### src/rtl/pipeline_mem_lsu.sv
// -----------------------------------------------------------------------------
// pipeline_mem_lsu - MEM stage of the 5-stage pipeline.
//
// Takes the EXE->MEM register outputs and issues loads/stores on a
// valid/ready data-memory bus. It aligns and extends load data and registers
// the WB-stage signals. While an access is outstanding it raises st_m_o
// (combinational) to the hazard unit, which holds the EXE->MEM register stable.
//
// Ports
//   clk, reset            clock, synchronous active-high reset
//   *_e_i                 EXE->MEM register outputs (address/ALU result, store
//                         data, access type, lui imm, link value, PC, WB ctrl)
//   flush_m_i             kill the instruction currently in MEM
//   dmem_req_o/we/addr/wdata/wstrb, dmem_ready_i   request channel
//   dmem_rvalid_i/rdata_i                          load response channel
//   st_m_o                stall request to the hazard unit
//   *_m_o                 registered MEM->WB signals
//
// Optional feature (macro MEM_BYPASS_EN): adds bypass_m_o, the unregistered
// next wb_result for EX-stage forwarding, forced to 0 while stalling.
// -----------------------------------------------------------------------------
`timescale 1ns/1ps

module pipeline_mem_lsu #(
    parameter int          XLEN     = 32,
    parameter logic [31:0] RESET_PC = 32'h80000000
) (
    input  logic            clk,
    input  logic            reset,
    input  logic [XLEN-1:0] alu_result_e_i,
    input  logic [XLEN-1:0] store_data_e_i,
    input  logic [3:0]      dmem_type_e_i,
    input  logic [XLEN-1:0] extended_imm_e_i,
    input  logic [XLEN-1:0] pc_plus4_e_i,
    input  logic [XLEN-1:0] pc_instr_e_i,
    input  logic            reg_write_en_e_i,
    input  logic [4:0]      rd_idx_e_i,
    input  logic [3:0]      result_src_e_i,
    input  logic            instr_illegal_e_i,
    input  logic            flush_m_i,
    output logic            dmem_req_o,
    output logic            dmem_we_o,
    output logic [XLEN-1:0] dmem_addr_o,
    output logic [XLEN-1:0] dmem_wdata_o,
    output logic [3:0]      dmem_wstrb_o,
    input  logic            dmem_ready_i,
    input  logic            dmem_rvalid_i,
    input  logic [XLEN-1:0] dmem_rdata_i,
    output logic            st_m_o,
    output logic [XLEN-1:0] wb_result_m_o,
    output logic            reg_write_en_m_o,
    output logic [4:0]      rd_idx_m_o,
    output logic [XLEN-1:0] pc_instr_m_o,
    output logic            instr_illegal_m_o,
    output logic            misaligned_m_o
`ifdef MEM_BYPASS_EN
    ,
    output logic [XLEN-1:0] bypass_m_o
`endif
);

    typedef enum logic [1:0] {IDLE, WAIT, DRAIN} state_e;
    typedef enum logic [1:0] {SZ_B, SZ_H, SZ_W} size_e;

    state_e          state_q, state_d;
    size_e           size, ld_size_q;
    logic            is_load, is_store, ld_uns, ld_uns_q;
    logic [1:0]      ld_off_q;
    logic            misaligned, mem_op;
    logic            complete, capture;
    logic [XLEN-1:0] rdata_sh, load_ext;
    logic [XLEN-1:0] wb_result_d, wb_result_q, pc_instr_q;
    logic            reg_write_en_d, reg_write_en_q;
    logic [4:0]      rd_idx_d, rd_idx_q;
    logic            illegal_d, illegal_q, misaligned_d, misaligned_q;

    // Access-type decode; unlisted codes fall through as "no access".
    // NOTE: every always_comb output gets a default first so no latch is inferred.
    always_comb begin
        is_load  = 1'b0;
        is_store = 1'b0;
        ld_uns   = 1'b0;
        size     = SZ_B;
        case (dmem_type_e_i)
            4'b0001: begin is_load  = 1'b1; size = SZ_B; end
            4'b0010: begin is_load  = 1'b1; size = SZ_H; end
            4'b0011: begin is_load  = 1'b1; size = SZ_W; end
            4'b0100: begin is_load  = 1'b1; size = SZ_B; ld_uns = 1'b1; end
            4'b0101: begin is_load  = 1'b1; size = SZ_H; ld_uns = 1'b1; end
            4'b1001: begin is_store = 1'b1; size = SZ_B; end
            4'b1010: begin is_store = 1'b1; size = SZ_H; end
            4'b1011: begin is_store = 1'b1; size = SZ_W; end
            default: ;
        endcase
    end

    assign misaligned = (is_load | is_store) &
                        (((size == SZ_H) & alu_result_e_i[0]) |
                         ((size == SZ_W) & (|alu_result_e_i[1:0])));
    assign mem_op     = (is_load | is_store) & ~misaligned & ~flush_m_i;

    // Control FSM. "complete" means the instruction in MEM retires into the
    // WB register this cycle; otherwise a bubble is loaded.
    always_comb begin
        state_d    = state_q;
        dmem_req_o = 1'b0;
        st_m_o     = 1'b0;
        complete   = 1'b0;
        capture    = 1'b0;
        case (state_q)
            IDLE: begin
                if (!flush_m_i) begin
                    if (mem_op) begin
                        dmem_req_o = 1'b1;
                        if (dmem_ready_i && is_store) begin
                            complete = 1'b1;
                        end else if (dmem_ready_i) begin
                            capture = 1'b1;
                            st_m_o  = 1'b1;
                            state_d = WAIT;
                        end else begin
                            st_m_o = 1'b1;
                        end
                    end else begin
                        complete = 1'b1;
                    end
                end
            end
            WAIT: begin
                // A flushed load must still see its response before the bus
                // is reused, unless the response arrives in the flush cycle.
                if (flush_m_i) begin
                    state_d = dmem_rvalid_i ? IDLE : DRAIN;
                end else if (dmem_rvalid_i) begin
                    complete = 1'b1;
                    state_d  = IDLE;
                end else begin
                    st_m_o = 1'b1;
                end
            end
            DRAIN: begin
                if (dmem_rvalid_i) state_d = IDLE;
                if (mem_op)            st_m_o   = 1'b1;
                else if (!flush_m_i)   complete = 1'b1;
            end
            default: state_d = IDLE;
        endcase
    end

    // Request channel; everything is zero when no request is presented.
    always_comb begin
        dmem_we_o    = 1'b0;
        dmem_addr_o  = '0;
        dmem_wdata_o = '0;
        dmem_wstrb_o = 4'b0000;
        if (dmem_req_o) begin
            dmem_we_o   = is_store;
            dmem_addr_o = {alu_result_e_i[XLEN-1:2], 2'b00};
            if (is_store) begin
                case (size)
                    SZ_B: begin
                        dmem_wdata_o = {4{store_data_e_i[7:0]}};
                        dmem_wstrb_o = 4'b0001 << alu_result_e_i[1:0];
                    end
                    SZ_H: begin
                        dmem_wdata_o = {2{store_data_e_i[15:0]}};
                        dmem_wstrb_o = 4'b0011 << alu_result_e_i[1:0];
                    end
                    default: begin
                        dmem_wdata_o = store_data_e_i;
                        dmem_wstrb_o = 4'b1111;
                    end
                endcase
            end
        end
    end

    // Load lane extraction uses the offset/type captured at acceptance.
    assign rdata_sh = dmem_rdata_i >> {ld_off_q, 3'b000};

    always_comb begin
        case (ld_size_q)
            SZ_B:    load_ext = ld_uns_q ? {{(XLEN-8){1'b0}}, rdata_sh[7:0]}
                                         : {{(XLEN-8){rdata_sh[7]}}, rdata_sh[7:0]};
            SZ_H:    load_ext = ld_uns_q ? {{(XLEN-16){1'b0}}, rdata_sh[15:0]}
                                         : {{(XLEN-16){rdata_sh[15]}}, rdata_sh[15:0]};
            default: load_ext = dmem_rdata_i;
        endcase
    end

    // Next WB register contents; a misaligned access carries no result.
    always_comb begin
        wb_result_d    = '0;
        reg_write_en_d = 1'b0;
        rd_idx_d       = 5'd0;
        illegal_d      = 1'b0;
        misaligned_d   = 1'b0;
        if (complete) begin
            reg_write_en_d = reg_write_en_e_i & ~misaligned;
            rd_idx_d       = rd_idx_e_i;
            illegal_d      = instr_illegal_e_i;
            misaligned_d   = misaligned;
            if (!misaligned) begin
                case (result_src_e_i)
                    4'b0001: wb_result_d = alu_result_e_i;
                    4'b0010: wb_result_d = load_ext;
                    4'b0100: wb_result_d = extended_imm_e_i;
                    4'b1000: wb_result_d = pc_plus4_e_i;
                    default: wb_result_d = '0;
                endcase
            end
        end
    end

    // NOTE: sequential state uses non-blocking assignments only.
    always_ff @(posedge clk) begin
        if (reset) begin
            state_q        <= IDLE;
            ld_size_q      <= SZ_W;
            ld_uns_q       <= 1'b0;
            ld_off_q       <= 2'b00;
            wb_result_q    <= '0;
            reg_write_en_q <= 1'b0;
            rd_idx_q       <= 5'd0;
            illegal_q      <= 1'b0;
            misaligned_q   <= 1'b0;
            pc_instr_q     <= RESET_PC;
        end else begin
            state_q        <= state_d;
            if (capture) begin
                ld_size_q <= size;
                ld_uns_q  <= ld_uns;
                ld_off_q  <= alu_result_e_i[1:0];
            end
            wb_result_q    <= wb_result_d;
            reg_write_en_q <= reg_write_en_d;
            rd_idx_q       <= rd_idx_d;
            illegal_q      <= illegal_d;
            misaligned_q   <= misaligned_d;
            pc_instr_q     <= pc_instr_e_i;
        end
    end

    assign wb_result_m_o     = wb_result_q;
    assign reg_write_en_m_o  = reg_write_en_q;
    assign rd_idx_m_o        = rd_idx_q;
    assign pc_instr_m_o      = pc_instr_q;
    assign instr_illegal_m_o = illegal_q;
    assign misaligned_m_o    = misaligned_q;

`ifdef MEM_BYPASS_EN
    assign bypass_m_o = st_m_o ? '0 : wb_result_d;
`endif

endmodule

### config.mk
export PLATFORM = sky130hd
export DESIGN_NAME = pipeline_mem_lsu
export DESIGN_NICKNAME = d
export VERILOG_FILES = /design/src/rtl/pipeline_mem_lsu.sv
export SDC_FILE = /design/constraint.sdc
export NUM_CORES = 1
export LEC_CHECK = 0
export BUFFER_PORTS_ARGS = -buffer_cell sky130_fd_sc_hd__buf_2
export CAP_MARGIN = 20
export CORE_AREA = 2 2 137 139
export CTS_CLUSTER_SIZE = 16
export DETAILED_ROUTE_END_ITERATION = 8
export DIE_AREA = 0 0 139 141
export PLACE_DENSITY = 0.62
export SLEW_MARGIN = 20
export SYNTH_ARGS = -nofsm -noshare
export SYNTH_HDL_FRONTEND = slang
export SYNTH_SLANG_ARGS = --single-unit
### constraint.sdc
create_clock -name clk -period 4.5 [get_ports clk]
set_input_delay 0.9 -clock clk [delete_from_list [all_inputs] [get_ports clk]]
set_output_delay 0.9 -clock clk [all_outputs]
set_load 0.02 [all_outputs]
; Yosys cells after proc, flatten, opt, wreduce, memory -nomap -nowiden
; Index checks and enable logic that the tools add are counted.
[op_classes]
eq_ne = 21
shifts = 3
n_mux = 46
n_bitwise = 11
reduce_logical = 13
[op_table]
columns = cell, n
row1 = $mux W32, 5
row2 = $pmux W32 S2, 2
row3 = $pmux W32 S4, 1
row4 = $shr A32 B5 Y16, 1
row5 = $mux W1, 24
row6 = $eq A4 B4 Y1 const B, 4
row7 = $mux W2, 7
row8 = $eq A4 B2 Y1 const B, 3
row9 = $eq A4 B3 Y1 const B, 3
row10 = $reduce_or A3 Y1, 3
row11 = $eq A4 B1 Y1 const B, 2
row12 = $mux W4, 2
row13 = $ne A2 B2 Y1 const B, 4
row14 = $pmux W4 S2, 1
row15 = $reduce_or A2 Y1, 4
row16 = $and A1 B1 Y1, 6
row17 = $eq A2 B1 Y1 const B, 3
row18 = $logic_not A2 Y1, 3
row19 = $pmux W1 S3, 2
row20 = $pmux W2 S3, 1
row21 = $reduce_or A5 Y1, 1
row22 = $eq A2 B2 Y1 const B, 2
row23 = $pmux W2 S2, 1
row24 = $reduce_and A4 Y1, 1
row25 = other kinds (5), 8
[word_totals]
ff_bits = 79
in_bits = 212
output_inout_bits = 143
elab_cells = 104

; Longest topological paths before layout
[depth]
word_depth = 15
mapped_depth = 8
depth_no_buf = 6

; Worst setup path before layout
; OpenSTA, ideal clock, no wires.
[synth_path]
path_type = input to output
from = input port dmem_type_e_i[0]
to = output port dmem_wdata_o[31]
arrival_ps = 2464
t_required_ps = 3600
slack_ps = 1136
cell_stages = 6
n_path_buf = 2
path_cell_list = buf_4 > and2_1 > o31a_1 > or3_1 > buf_2 > a211oi_1
[synth_via]
elab_chain_cells = 14
word_cells_on_any_way = 32
[synth_lines]
columns = element, line
row1 = "start, declared", 32  ; input logic [3:0] dmem_type_e_i,
row2 = "$eq A4 B3 Y1, or another cell as far along", 84  ; case (dmem_type_e_i)
row3 = $reduce_or A3 Y1 (no line) or $reduce_or A2 Y1 (tied branches), --
row4 = $pmux W2 S2, 84
row5 = $eq A2 B1 Y1 or $eq A2 B2 Y1 (tied branches), "98, 160, 99"
row6 = "$and A1 B1 Y1, on equally long branches", "98, 99"
row7 = $or A1 B1 Y1, 98  ; (((size == SZ_H) & alu_result_e_i[0]) |
row8 = $and A1 B1 Y1, 97  ; assign misaligned = (is_load | is_store) &
row9 = $not A1 Y1, 100  ; assign mem_op = (is_load | is_store) & ~misaligned & ~flush_m_i;
row10 = $and A1 B1 Y1 (2 in series), 100
row11 = $mux W1, 113  ; if (mem_op) begin
row12 = $mux W1, 112  ; if (!flush_m_i) begin
row13 = $mux W1, 110  ; case (state_q)
row14 = $mux W32 (*), 156  ; if (dmem_req_o) begin
row15 = "end, declared", 44  ; output logic [XLEN-1:0] dmem_wdata_o,
; Every way passes the cells marked *; elsewhere a longest branch is shown, timed or not.

; Final worst setup path
[layout_path]
from = input port dmem_type_e_i[1]
to = output port dmem_wdata_o[4]
[layout_via]
elab_chain_cells = 14
word_cells_on_any_way = 30
[layout_lines]
columns = element, line
row1 = "$eq A4 B3 Y1, or another cell as far along", 84
row2 = $reduce_or A3 Y1 (no line) or $reduce_or A2 Y1 (tied branches), --
row3 = $pmux W2 S2, 84
row4 = $eq A2 B1 Y1 or $eq A2 B2 Y1 (tied branches), "98, 99"
row5 = "$and A1 B1 Y1, on equally long branches", "98, 99"
row6 = $or A1 B1 Y1, 98
row7 = $and A1 B1 Y1, 97
row8 = $not A1 Y1, 100
row9 = $and A1 B1 Y1 (2 in series), 100
row10 = $mux W1, 113
row11 = $mux W1, 112
row12 = $mux W1, 110
row13 = $mux W32 (*), 156
; Marks and branches as above.

==> metrics.txt <==
number of filler cells placed in the layout roughly 2000; number of diodes 0; worst clock skew roughly 0.007 ns; critical path arrival between 2 and 3 ns; Hold Path Class reg2reg; Synth async-reset ratio 0%; drt total wl about 20000 microns; total negative slack for setup checks 0 ns; number of buffers inserted by hold repair at cts 0; required time at the endpoint of the critical path 3.60 ns; clock input transition at the sequential cells of the worst setup and hold paths approximately 0.06 ns; maximum number of pins on one net before global-route repair between 40 and 50; sequential-to-total area share from yosys stat a little over a third; post-synthesis average cell area 7.964 sq um; DP Wirelength 15570 microns; Detail Route Antenna Nets 0; commonest cells in the synthesized netlist 79 x dfxtp_1, 53 x nor2_1, 51 x nand2_1, 48 x a21oi_1, 48 x and2_1; Final Cycle Share 84.31%; path type of the worst setup path in2out; total standard cell area after synthesis between 4000 and 5000 sq um; final core utilization between 30% and 40%; setup fix buffers added after clock tree synthesis 0; Max stage delay cell, worst path or3_1; dominant cell type by area after synthesis dfxtp_1; Non-Filler Cell Area, Final 6661 sq um; post-place instance area between 6000 and 7000 sq um; pins over their slew limit 0; kind of capture point of the worst setup path primary output; Synth cell types between 50 and 60; DP Cell Count between 1000 and 1500; total of flip-flops plus latches after synthesis about 80; Num CTS Buffers 9; initial antenna violation count 0; port bufs approximately 350; starting DRC count in detailed routing approximately 240; crit path launch type input port; most used standard cell by instance count after synthesis dfxtp_1; Max rail drop VDD about 0.16 mV; share of final-layout standard cells stronger than drive strength 1 between 40 and 50%; via density per instance between 4 and 5; wire length of the first global-routing pass ~29000 microns; Residual DRC 0; DRT Pass-1 Iters 4; maximum fanout along the worst path 30; minimum period implied by the final worst setup slack 3.794 ns; H-Tree Level Count 3; Final #Nets approximately 1100; via total after detailed routing approximately 5500; Core Box Area between 15000 and 20000 sq um; result of the run completed; number of setup violations in the final report 0; count of non-filler cells in the finished layout approximately 1100; final global-route overflow total 0; via count of the first global-routing pass approximately 5300; Yosys warnings 0; buffer type at the clock tree root clkbuf_16; instance count of the mapped netlist approximately 560; initial cell density of the core 24.46%; largest stage delay on the critical path roughly 0.74 ns; primary flip-flop cell chosen by synthesis mapping dfxtp_1; EDFF count, synth 0; chain of cells forming the critical path buf_2 -> or2_1 -> nand2_1 -> or3_1 -> inv_1 -> and2_1 -> buf_2; die extent in y around 140 microns; max-cap viol count 0; Rows 50; ratio of total power to cell area around 290 nW/um^2; routed wire length per instance ~17 microns; Fmax achieved 0.2636 GHz; Total GRT Usage 19.23%; buffer levels on the longest clock path 2; largest cells by area after synthesis dfxtp_1 35%, and2_1 6.7%, nor2b_1 5.6%; final count of hold timing violations 0; top-level I/O count 355; CTS tree built; Leakage 0.003184 uW; die span in x ~140 microns; Sinks on Clock Net between 70 and 80; most used cell, CP buf_2; later-pin clock latency in the skew report approximately 0.34 ns; relative area change from synthesis to final layout 49.09%; Worst Tran Pin Value ~0.96 ns; setup repair after global routing missed its margin no; area of the die about 20000 sq um; Yosys top cell area share between 30 and 40%; CTS resizes 0; remaining max-slew budget at the tightest pin 35.89%; Final Wtd Congestion 0.8813
## report_power, final
group	switching [uW]	internal, uW	total, uW
Clock	321	494	816
Combinational	233	163	396
Sequential	10.1	724	734
## cells by family after synthesis
| group | synth area share, % |
|---|---|
| AO/OA/AOI/OAI | 27.67 |
| AND/OR/NAND/NOR | 26.88 |
| other | 0.08393 |
| multiplexers | 3.864 |
| flip-flops | 35.40 |
| buffers and inverters | 6.105 |
## cell usage in the layout (no fill, tap or decap), drive strengths merged, types with 2 or more instances in the layout
cell type,Yosys,final
a31oi,8,8
or2,4,4
a211oi,4,4
a22oi,32,32
a22o,7,7
nand2,51,51
o22a,2,2
or3,4,4
o22ai,10,10
bufinv,0,2
nor2,54,54
inv,8,11
conb,1,2
a221oi,24,24
o221ai,8,8
clkinv,0,2
nor3b,2,2
nor2b,40,40
nor3,10,10
and2,48,48
a41oi,2,2
mux2i,15,15
nand2b,7,7
a21oi,57,57
clkbuf,34,9
buf,16,358
or3b,2,2
nand3b,2,2
nand3,2,2
dfxtp,79,79
o21ai,14,14
## critical path: cells and delay by family
| family | cells | cell delay, ns |
|---|---|---|
| buffers and inverters | 3 | 0.60 |
| and+or+nand+nor | 4 | 1.38 |
## through the flow
step | total power [uW] | hold WS (ns) | setup slack (ns)
3_5_place_dp | 1146 | 0.5430 | 0.7220
3_3_place_gp | 1143 | 0.5326 | 0.7756
5_1_grt | 2039 | 0.6268 | 0.4674
6_report | 1945 | 0.5590 | 0.7061
2_1_floorplan | 958.7 | 0.5071 | 1.136
4_1_cts | 1980 | 0.5614 | 0.7118
## layout make-up
| cell class | count | area [sq um] | share of cell area (%) |
|---|---|---|---|
| inverter | 8 | 30.03 | 0.4508 |
| timing repair buffer | 358 | 1807 | 27.12 |
| clock buffer | 9 | 225.2 | 3.381 |
| tap | 234 | 292.8 | 4.395 |
| multi-input combinational | 425 | 2623 | 39.37 |
| clock inverter | 7 | 102.6 | 1.540 |
| sequential | 79 | 1582 | 23.74 |
## path summary, 6_finish.rpt
check                                 endpoint  slack, ns                startpoint  cells past startpoint
setup / recovery               dmem_wdata_o[4]       0.71          dmem_type_e_i[1]                      7
hold / removal         state_q[1]$_SDFFE_PP0P_       0.56   state_q[1]$_SDFFE_PP0P_                      2
setup reg to reg  wb_result_m_o[30]$_SDFF_PP0_       2.04  ld_off_q[1]$_SDFFE_PP0P_                      3
hold reg to reg        state_q[1]$_SDFFE_PP0P_       0.56   state_q[1]$_SDFFE_PP0P_                      2
## registers in the layout, indices dropped and copies added (netlist names)
name	count
pc_instr_m_o	32
misaligned_m_o	1
reg_write_en_m_o	1
wb_result_m_o	32
ld_uns_q	1
instr_illegal_m_o	1
state_q	2
ld_off_q	2
rd_idx_m_o	5
ld_size_q	2
## per-layer routing
metal | global-route usage [%] | up-vias | wire length (microns) | part of all wire, %
met5 | 0 | - | 0 | 0
met4 | 6.858 | 0 | 392 | 2.0
met3 | 3.363 | 27 | 1229 | 6.3
met2 | 34.48 | 276 | 9777 | 50
met1 | 23.17 | 2528 | 8172 | 42
li1 | - | 2644 | - | -
(Power assumes the default switching activity.)
